## src/rtl/adder_seq_ctrl_if.sv

```systemverilog
// adder_seq_ctrl_if: command, operand-stream, accumulator and result signals
// shared by the sequencer and its environment.
// Optional feature macro: ADDER_SEQ_BIAS_EN adds the 'bias' command operand.
interface adder_seq_ctrl_if #(
    parameter int unsigned BITWIDTH = 32,
    parameter int unsigned LEN_W    = 11
);
    logic                start;
    logic [LEN_W-1:0]    len;
    logic                busy;
    logic                in_valid;
    logic [BITWIDTH-1:0] in_data;
    logic                in_ready;
    logic                acc_en;
    logic                acc_clear;
    logic [BITWIDTH-1:0] acc_data;
    logic [BITWIDTH-1:0] acc_sum;
    logic                out_valid;
    logic [BITWIDTH-1:0] out_data;
    logic                out_ready;
    logic                done;
`ifdef ADDER_SEQ_BIAS_EN
    logic [BITWIDTH-1:0] bias;
`endif

    // Sequencer side.
    modport slave (
`ifdef ADDER_SEQ_BIAS_EN
        input  bias,
`endif
        input  start, len, in_valid, in_data, acc_sum, out_ready,
        output busy, in_ready, acc_en, acc_clear, acc_data, out_valid, out_data, done
    );

    // Environment side: command source, operand stream, accumulator, result sink.
    modport master (
`ifdef ADDER_SEQ_BIAS_EN
        output bias,
`endif
        output start, len, in_valid, in_data, acc_sum, out_ready,
        input  busy, in_ready, acc_en, acc_clear, acc_data, out_valid, out_data, done
    );
endinterface

```

## src/rtl/adder_seq_ctrl.sv

```systemverilog
// adder_seq_ctrl: sequences one vector reduction on the FP accumulator.
// Clears the accumulator, streams exactly len operands into it, then holds
// the sum on a valid/ready result port until it is taken.
// Optional feature macro: ADDER_SEQ_BIAS_EN inserts a BIAS cycle after CLEAR
// that adds the latched bias operand before the stream.
module adder_seq_ctrl #(
    parameter int unsigned BITWIDTH = 32,
    parameter int unsigned MAX_LEN  = 1024,
    parameter int unsigned LEN_W    = $clog2(MAX_LEN + 1)
) (
    input logic             clk,
    input logic             rst,
    adder_seq_ctrl_if.slave bus
);

    typedef enum logic [2:0] {
        StIdle,
        StClear,
`ifdef ADDER_SEQ_BIAS_EN
        StBias,
`endif
        StAccum,
        StOut
    } state_e;

    state_e           state_q;
    logic [LEN_W-1:0] cnt_q;
    logic [LEN_W-1:0] len_q;
    logic [LEN_W-1:0] cnt_inc;
    logic [LEN_W-1:0] len_sat;
`ifdef ADDER_SEQ_BIAS_EN
    logic [BITWIDTH-1:0] bias_q;
`endif

    assign cnt_inc = cnt_q + LEN_W'(1);
    assign len_sat = (bus.len > LEN_W'(MAX_LEN)) ? LEN_W'(MAX_LEN) : bus.len;

    // Control FSM: state, operand counter and latched command.
    always_ff @(posedge clk) begin
        if (rst) begin
            state_q <= StIdle;
            cnt_q   <= '0;
            len_q   <= '0;
`ifdef ADDER_SEQ_BIAS_EN
            bias_q  <= '0;
`endif
        end else begin
            unique case (state_q)
                StIdle: begin
                    if (bus.start) begin
                        state_q <= StClear;
                        cnt_q   <= '0;
                        len_q   <= len_sat;
`ifdef ADDER_SEQ_BIAS_EN
                        bias_q  <= bus.bias;
`endif
                    end
                end
                StClear: begin
`ifdef ADDER_SEQ_BIAS_EN
                    state_q <= StBias;
`else
                    state_q <= (len_q == '0) ? StOut : StAccum;
`endif
                end
`ifdef ADDER_SEQ_BIAS_EN
                StBias: begin
                    state_q <= (len_q == '0) ? StOut : StAccum;
                end
`endif
                StAccum: begin
                    // Leave on equality so the counter never wraps.
                    if (bus.in_valid) begin
                        cnt_q <= cnt_inc;
                        if (cnt_inc == len_q) begin
                            state_q <= StOut;
                        end
                    end
                end
                StOut: begin
                    if (bus.out_ready) begin
                        state_q <= StIdle;
                    end
                end
                default: state_q <= StIdle;
            endcase
        end
    end

    // Output decode from state; acc_sum is stable in OUT since acc_en is low.
    always_comb begin
        bus.busy      = (state_q != StIdle);
        bus.in_ready  = (state_q == StAccum);
        bus.acc_clear = (state_q == StClear);
        bus.acc_en    = (state_q == StAccum) && bus.in_valid;
        bus.acc_data  = '0;
        if (state_q == StAccum) begin
            bus.acc_data = bus.in_data;
        end
`ifdef ADDER_SEQ_BIAS_EN
        if (state_q == StBias) begin
            bus.acc_en   = 1'b1;
            bus.acc_data = bias_q;
        end
`endif
        bus.out_valid = (state_q == StOut);
        bus.out_data  = bus.acc_sum;
        bus.done      = (state_q == StOut) && bus.out_ready;
    end

endmodule

```

## src/flat_wrapper.sv

```systemverilog
// flat-port wrapper written by rule: the top's interface ports become plain ports
module adder_seq_ctrl_flat 
#(
    parameter int unsigned BITWIDTH = 32,
    parameter int unsigned MAX_LEN  = 1024,
    parameter int unsigned LEN_W    = $clog2(MAX_LEN + 1)
)
  (clk, rst, bus_start, bus_len, bus_in_valid, bus_in_data, bus_acc_sum, bus_out_ready, bus_busy, bus_in_ready, bus_acc_en, bus_acc_clear, bus_acc_data, bus_out_valid, bus_out_data, bus_done);
  adder_seq_ctrl_if #(.BITWIDTH(BITWIDTH), .LEN_W(LEN_W)) bus_i ();
  input logic clk;
  input logic rst;
  input wire logic [$bits(bus_i.start)-1:0] bus_start;
  input wire logic [$bits(bus_i.len)-1:0] bus_len;
  input wire logic [$bits(bus_i.in_valid)-1:0] bus_in_valid;
  input wire logic [$bits(bus_i.in_data)-1:0] bus_in_data;
  input wire logic [$bits(bus_i.acc_sum)-1:0] bus_acc_sum;
  input wire logic [$bits(bus_i.out_ready)-1:0] bus_out_ready;
  output wire logic [$bits(bus_i.busy)-1:0] bus_busy;
  output wire logic [$bits(bus_i.in_ready)-1:0] bus_in_ready;
  output wire logic [$bits(bus_i.acc_en)-1:0] bus_acc_en;
  output wire logic [$bits(bus_i.acc_clear)-1:0] bus_acc_clear;
  output wire logic [$bits(bus_i.acc_data)-1:0] bus_acc_data;
  output wire logic [$bits(bus_i.out_valid)-1:0] bus_out_valid;
  output wire logic [$bits(bus_i.out_data)-1:0] bus_out_data;
  output wire logic [$bits(bus_i.done)-1:0] bus_done;
  assign bus_i.start = bus_start;
  assign bus_i.len = bus_len;
  assign bus_i.in_valid = bus_in_valid;
  assign bus_i.in_data = bus_in_data;
  assign bus_i.acc_sum = bus_acc_sum;
  assign bus_i.out_ready = bus_out_ready;
  assign bus_busy = bus_i.busy;
  assign bus_in_ready = bus_i.in_ready;
  assign bus_acc_en = bus_i.acc_en;
  assign bus_acc_clear = bus_i.acc_clear;
  assign bus_acc_data = bus_i.acc_data;
  assign bus_out_valid = bus_i.out_valid;
  assign bus_out_data = bus_i.out_data;
  assign bus_done = bus_i.done;
  adder_seq_ctrl #(.BITWIDTH(BITWIDTH), .MAX_LEN(MAX_LEN), .LEN_W(LEN_W)) u_core (.clk(clk), .rst(rst), .bus(bus_i));
endmodule
```

## config.mk

```make
export PLATFORM = sky130hd
export DESIGN_NAME = adder_seq_ctrl_flat
export DESIGN_NICKNAME = d
export VERILOG_FILES = /design/src/rtl/adder_seq_ctrl_if.sv /design/src/rtl/adder_seq_ctrl.sv /design/src/flat_wrapper.sv
export SDC_FILE = /design/constraint.sdc
export NUM_CORES = 1
export LEC_CHECK = 0
export ABC_CLOCK_PERIOD_IN_PS = 3500
export BUFFER_PORTS_ARGS = -buffer_cell sky130_fd_sc_hd__buf_2
export CAP_MARGIN = 0
export CELL_PAD_IN_SITES_DETAIL_PLACEMENT = 2
export CELL_PAD_IN_SITES_GLOBAL_PLACEMENT = 2
export CORE_MARGIN = 4
export CORE_UTILIZATION = 21
export DETAILED_ROUTE_END_ITERATION = 8
export MAX_ROUTING_LAYER = met4
export PLACE_DENSITY_LB_ADDON = 0.1
export SYNTH_ARGS = -nofsm -noshare
export SYNTH_HDL_FRONTEND = slang
export SYNTH_SLANG_ARGS = --single-unit
```

## constraint.sdc

```tcl
create_clock -name clk -period 3.5 [get_ports clk]
set_input_delay 0.175 -clock clk [delete_from_list [all_inputs] [get_ports clk]]
set_output_delay 0.175 -clock clk [all_outputs]
set_load 0.005 [all_outputs]
```

-- After elaboration in Yosys (flattened, before gate mapping)
Cells that the tools add are included.
- logic and storage cells: 33
- bits in registers: 25
- output and inout port bits: 70
- magnitude comparators: 1
- multiplexer cells: 11
- eq/ne operators: 8
- reductions and logical operators: 9
- add/sub/neg operators: 1
- operators by type and width (kind ; number):
    2-to-1 mux 11 bit ; 3
    2-to-1 mux 32 bit ; 1
    case mux 11 bit (2 select lines) ; 1
    2-to-1 mux 3 bit ; 4
    case mux 3 bit (4 select lines) ; 1
    adder 11 x 1 -> 11 bit (second input constant) ; 1
    equality test 11 bit ; 1
    > comparator 11 bit (second input constant) ; 1
    logical NOT 11 bit ; 1
    equality test 3 x 2 -> 1 bit (second input constant) ; 2
    inequality test 2 bit (second input constant) ; 3
    AND reduction 4 bit ; 1
    equality test 3 x 1 -> 1 bit (second input constant) ; 1
    logical NOT 3 bit ; 1
    AND reduction 3 bit ; 1
    nonzero test 3 bit ; 1
    logical AND 1 bit ; 2
    inequality test 2 x 1 -> 1 bit (second input constant) ; 1
    AND reduction 2 bit ; 1
    nonzero test 2 bit ; 1
    2-to-1 mux 1 bit ; 1

-- Longest topological paths before layout
- word-level depth: 5
- mapped depth: 10

-- Worst setup path after synthesis
Ideal clock, no wire load.
- path type: reg-to-reg
- from: reg u_core.state_q[0]
- to: reg u_core.state_q[0]
- data required time: 3377 ps
- clock period less this slack: 2095 ps
- setup time: 123 ps
- cell stages (with the launch flop): 9
- slack: 1405 ps
- data arrival time: 1972 ps
- cell sequence: dfxtp_1 inv_1 ha_1 nor2b_1 a2111oi_1 nand4_1 a2111oi_2 a31oi_1 mux2_1
- longest elaborated chain between the ends: 3
- elaborated cells on any way between the ends: 10
- ends and longest elaborated chain (item ; line ; text):
    from (decl) ; adder_seq_ctrl.sv:26 ; state_e state_q;
    from (signal assigned) ; adder_seq_ctrl.sv:41 ; state_q <= StIdle;
    from (signal assigned) ; adder_seq_ctrl.sv:51 ; state_q <= StClear;
    from (signal assigned) ; adder_seq_ctrl.sv:63 ; state_q <= (len_q == '0) ? StOut : StAccum;
    equality test 3 x 2 -> 1 bit or logical NOT 3 bit (tied branches) ; adder_seq_ctrl.sv:48 ; unique case (state_q)
    inequality test 2 x 1 -> 1 bit (no source line) or inequality test 2 bit (tied branches) ; -- ;
    AND reduction 4 bit (no source line) ; -- ;
Several ways; a longest one is shown, not always the timed one.
A chain may end at the register's enable or synchronous reset.

-- Worst setup path in the final report
- from: reg u_core.cnt_q[0]
- to: reg u_core.state_q[0]
- longest elaborated chain between the ends: 4
- ends and longest elaborated chain (item ; line ; text):
    from (decl) ; adder_seq_ctrl.sv:27 ; logic [LEN_W-1:0] cnt_q;
    from (signal assigned) ; adder_seq_ctrl.sv:74 ; cnt_q <= cnt_inc;
    adder 11 x 1 -> 11 bit ; adder_seq_ctrl.sv:35 ; assign cnt_inc = cnt_q + LEN_W'(1);
    equality test 11 bit ; adder_seq_ctrl.sv:75 ; if (cnt_inc == len_q) begin
    inequality test 2 x 1 -> 1 bit (no source line) ; -- ;
    AND reduction 4 bit (no source line) ; -- ;
    to (signal assigned) ; adder_seq_ctrl.sv:41 ;
    to (signal assigned) ; adder_seq_ctrl.sv:76 ; state_q <= StOut;
    to (signal assigned) ; adder_seq_ctrl.sv:82 ; state_q <= StIdle;
Every way passes these cells.

==> implementation parameters <==
Parameter                              Value

Global route
  Aggregate global-route resource usage ... 0.129
  Via count of the first global-routing pass ... 1970
  Total gr overflow ... 0
  Initial antenna violation count ... 0
  Global-route wire length before repair ... 11100 um
  Maximum number of pins on one net before global-route repair ... 34

Setup path
  Worst path max stage delay ... 460 ps
  Logic depth of the worst register-to-register path ... 7
  Type of element capturing the critical path ... flip-flop
  Data arrival at the endpoint of the critical path ... around 2600 ps
  Largest delay share family, worst path ... compound AO/OA/AOI/OAI gates
  Worst Path Class, Setup ... flip-flop to flip-flop
  Max stage delay cell, worst path ... dfxtp_1
  Startpoint of the worst-slack reg-to-reg timing path ... u_core.cnt_q[0]
  Worst path bufs/invs ... 0
  Series of cell instances along the critical path ... ha_1, nand3_2, a2111oi_1, nand4_1, a2111oi_2, a31oi_1, mux2_1
  Terminus of the critical flop-to-flop path ... u_core.state_q[0]
  Cell depth of the worst setup path ... 7
  Maximum fanout along the worst path ... 7
  Worst EP required ... ~3700 ps
  Critical Path Start Type ... flip-flop
  Reg-to-reg slack, setup ... roughly 1100 ps

Min path
  Hold Crit Start ... bus_len[2]
  Hold EP ... u_core.len_q[2]
  Path class of the lowest-slack min-delay path ... input port to flip-flop
  Cell depth of the worst hold path ... 3

Timing
  Setup repair after global routing missed its margin ... no
  Final setup violation count ... 0
  Slew Viols, Final ... 0
  TNS Setup ... 0 ps
  Number of failing hold endpoints at the final stage ... 0
  Tightest hold margin ... 145 ps
  Final Cycle Share ... 0.678
  Max-Slew Margin vs Limit ... 0.473
  Final critical delay including setup and external delays ... around 2400 ps
  Transition time at the pin with the least slew margin ... 785 ps
  Layout Skew ... 4.40 ps
  Maximum frequency from static timing analysis ... around 420 MHz

Logic synthesis
  Number of enable flip-flop cells after synthesis ... 0
  Flop and latch count out of synthesis ... 24
  Biggest area consumer among synthesized cells ... dfxtp_1
  Flip-flop cell with the highest count after synthesis ... dfxtp_1
  Share of synthesized registers carrying an async set or reset ... 0
  Most used standard cells in the synthesized netlist ... and2_1 (34), buf_4 (34), nor2_1 (33), dfxtp_1 (24), a21oi_1 (16)
  Post-synthesis net count ... 344
  Post-synthesis cell type count ... between 40 and 50
  Dominant cells by area after synthesis ... dfxtp_1 (25%), buf_4 (13%), and2_1 (11%)
  Fraction of synthesized cell area taken by the top area cell type ... 0.249
  Portion of the post-synthesis area used by sequential elements ... 0.249
  Instance count of the mapped netlist ... 258
  Synthesis warning total ... 0
  Avg Cell Area, Syn ... about 7.5 sq um
  Syn Std Cell Area ... around 1900 sq um

Power and ir drop
  Leakage power of the design ... between 1 and 1.5 nW
  Max IR drop VDD ... 0.130 mV
  Total power divided by cell area ... 411 nW/um^2

Clock network
  Number of buffers created by CTS ... 3
  Root Buffer ... clkbuf_8
  Number of H-tree levels ... 1
  Post-CTS Setup Inserts ... 0
  Clock-pin slew on the worst setup and hold paths ... ~100 ps
  CTS tree ... built
  Worst skew pair latency ... 280 ps
  Total clock sinks ... 24
  Count of instances resized after the clock tree is built ... 0
  Number of hold buffers added after cts ... 0
  Clock tree buffer depth ... 2

Floorplanning
  Die outline height ... 104 um
  Floorplan core area ... about 8800 sq um
  Die width ... 104 um
  I/O pin count ... 150
  Initial core utilization ... 0.218
  Die area ... 10800 sq um
  Number of cell rows ... 34

Drt
  Final wirelength ... just under 7000 um
  Met1 wire length ... 2980 um
  Wire length on met3 ... 505 um
  DRC errors left ... 0
  Vias per std cell ... 4.64
  Detailed router's first-iteration violation count ... 41
  Wire length per cell after detailed routing ... 16.6 um
  Number of vias in the routed layout ... 1907
  Antenna Nets Post-Route ... 0
  Routed met2 length ... around 3300 um
  Max layer used ... met4
  Detailed Routing Iterations Pass 1 ... 4

Layout
  Number of nets in the finished design ... 390
  Number of antenna repair diodes ... 0
  Share of post-route cells with drive strength above 1 ... 0.310
  Syn-to-layout area delta ... 16.8%

Placed design
  Sum of net half-perimeters after detailed placement ... 5480 um
  IO Port Bufs ... 85
  Weighted congestion reported at the end of routability-driven placement ... between 0.7 and 0.8

Job
  Maxcap violations ... 0

Run status
  Run status ... finished, final reports clean
-- layout by cell type, fill, tap and decap left out, types with 6 or more instances in the layout --
master / instances
nor2_1: 33
nand3_1: 6
buf_2: 85
a22oi_1: 7
and2_1: 34
o21ai_0: 10
nor3_1: 7
nor3b_1: 6
a21oi_1: 16
ha_1: 6
dfxtp_1: 24
nand2_1: 12
xnor2_1: 10
-- metal layers --
layer,vias up,GRT usage
met5,-,-
met4,0,0.0294
met3,8,0.0354
met2,64,0.222
met1,901,0.149
li1,934,-
-- report_power, final --
part           internal, mW  total [mW]  switching, mW
combinational         0.170       0.394          0.225
clock                 0.101       0.206          0.105
sequential            0.297       0.329         0.0321
total                 0.567       0.929          0.361
-- worst max path at each step --
stage / startpoint / endpoint / slack [ps]
CTS: u_core.cnt_q[0] / u_core.state_q[0] / 1120
floorplan: u_core.state_q[0] / u_core.state_q[0] / 1400
finish: u_core.cnt_q[0] / u_core.state_q[0] / 1130
global placement: u_core.cnt_q[0] / u_core.state_q[0] / 1190
global route: u_core.cnt_q[0] / u_core.state_q[0] / 900
detailed placement: u_core.state_q[0] / u_core.state_q[0] / 1140
-- stage by stage --
stage               utilization  power (mW)  setup WS [ps]  instance area [sq um]  instances
floorplan                     -       0.599           1400                   1930        258
global placement          0.249       0.738           1190                   2200        407
detailed placement        0.249       0.743           1140                   2200        407
CTS                       0.255       0.960           1120                   2260        411
global route              0.255        1.02            898                   2260        411
finish                    0.255       0.929           1130                   2260        411
-- kinds of logic (layout without fill, tap and decap cells) --
| group | after synthesis | count (layout) | share of synthesized area |
|---|---|---|---|
| mux | 2 | 2 | 0.0110 |
| buf+inv | 49 | 94 | 0.162 |
| xor+xnor | 14 | 14 | 0.0634 |
| simple gates | 117 | 117 | 0.324 |
| compound gates | 46 | 46 | 0.152 |
| fa+ha+maj | 6 | 6 | 0.0388 |
| flops | 24 | 24 | 0.249 |
-- final cells by class --
cell class | instances | area [sq um]
Sequential cell | 24 | 480
Inverter | 4 | 15.0
Fill cell | 1094 | 6590
Timing Repair Buffer | 86 | 433
Tap cell | 108 | 135
Clock buffer | 4 | 55.1
Multi-Input combinational cell | 185 | 1140
-- worst min-delay path, delay by kind of cell --
family | cells | cell delay, ps
buffers and inverters | 1 | 90
AND/OR/NAND/NOR | 1 | 80
AO/OA/AOI/OAI | 1 | 60
-- state kept, by name (all words and copies together), names as in the netlist --
name / count
u_core.cnt_q: 11
u_core.len_q: 11
u_core.state_q: 2
(Power assumes the default switching activity.)
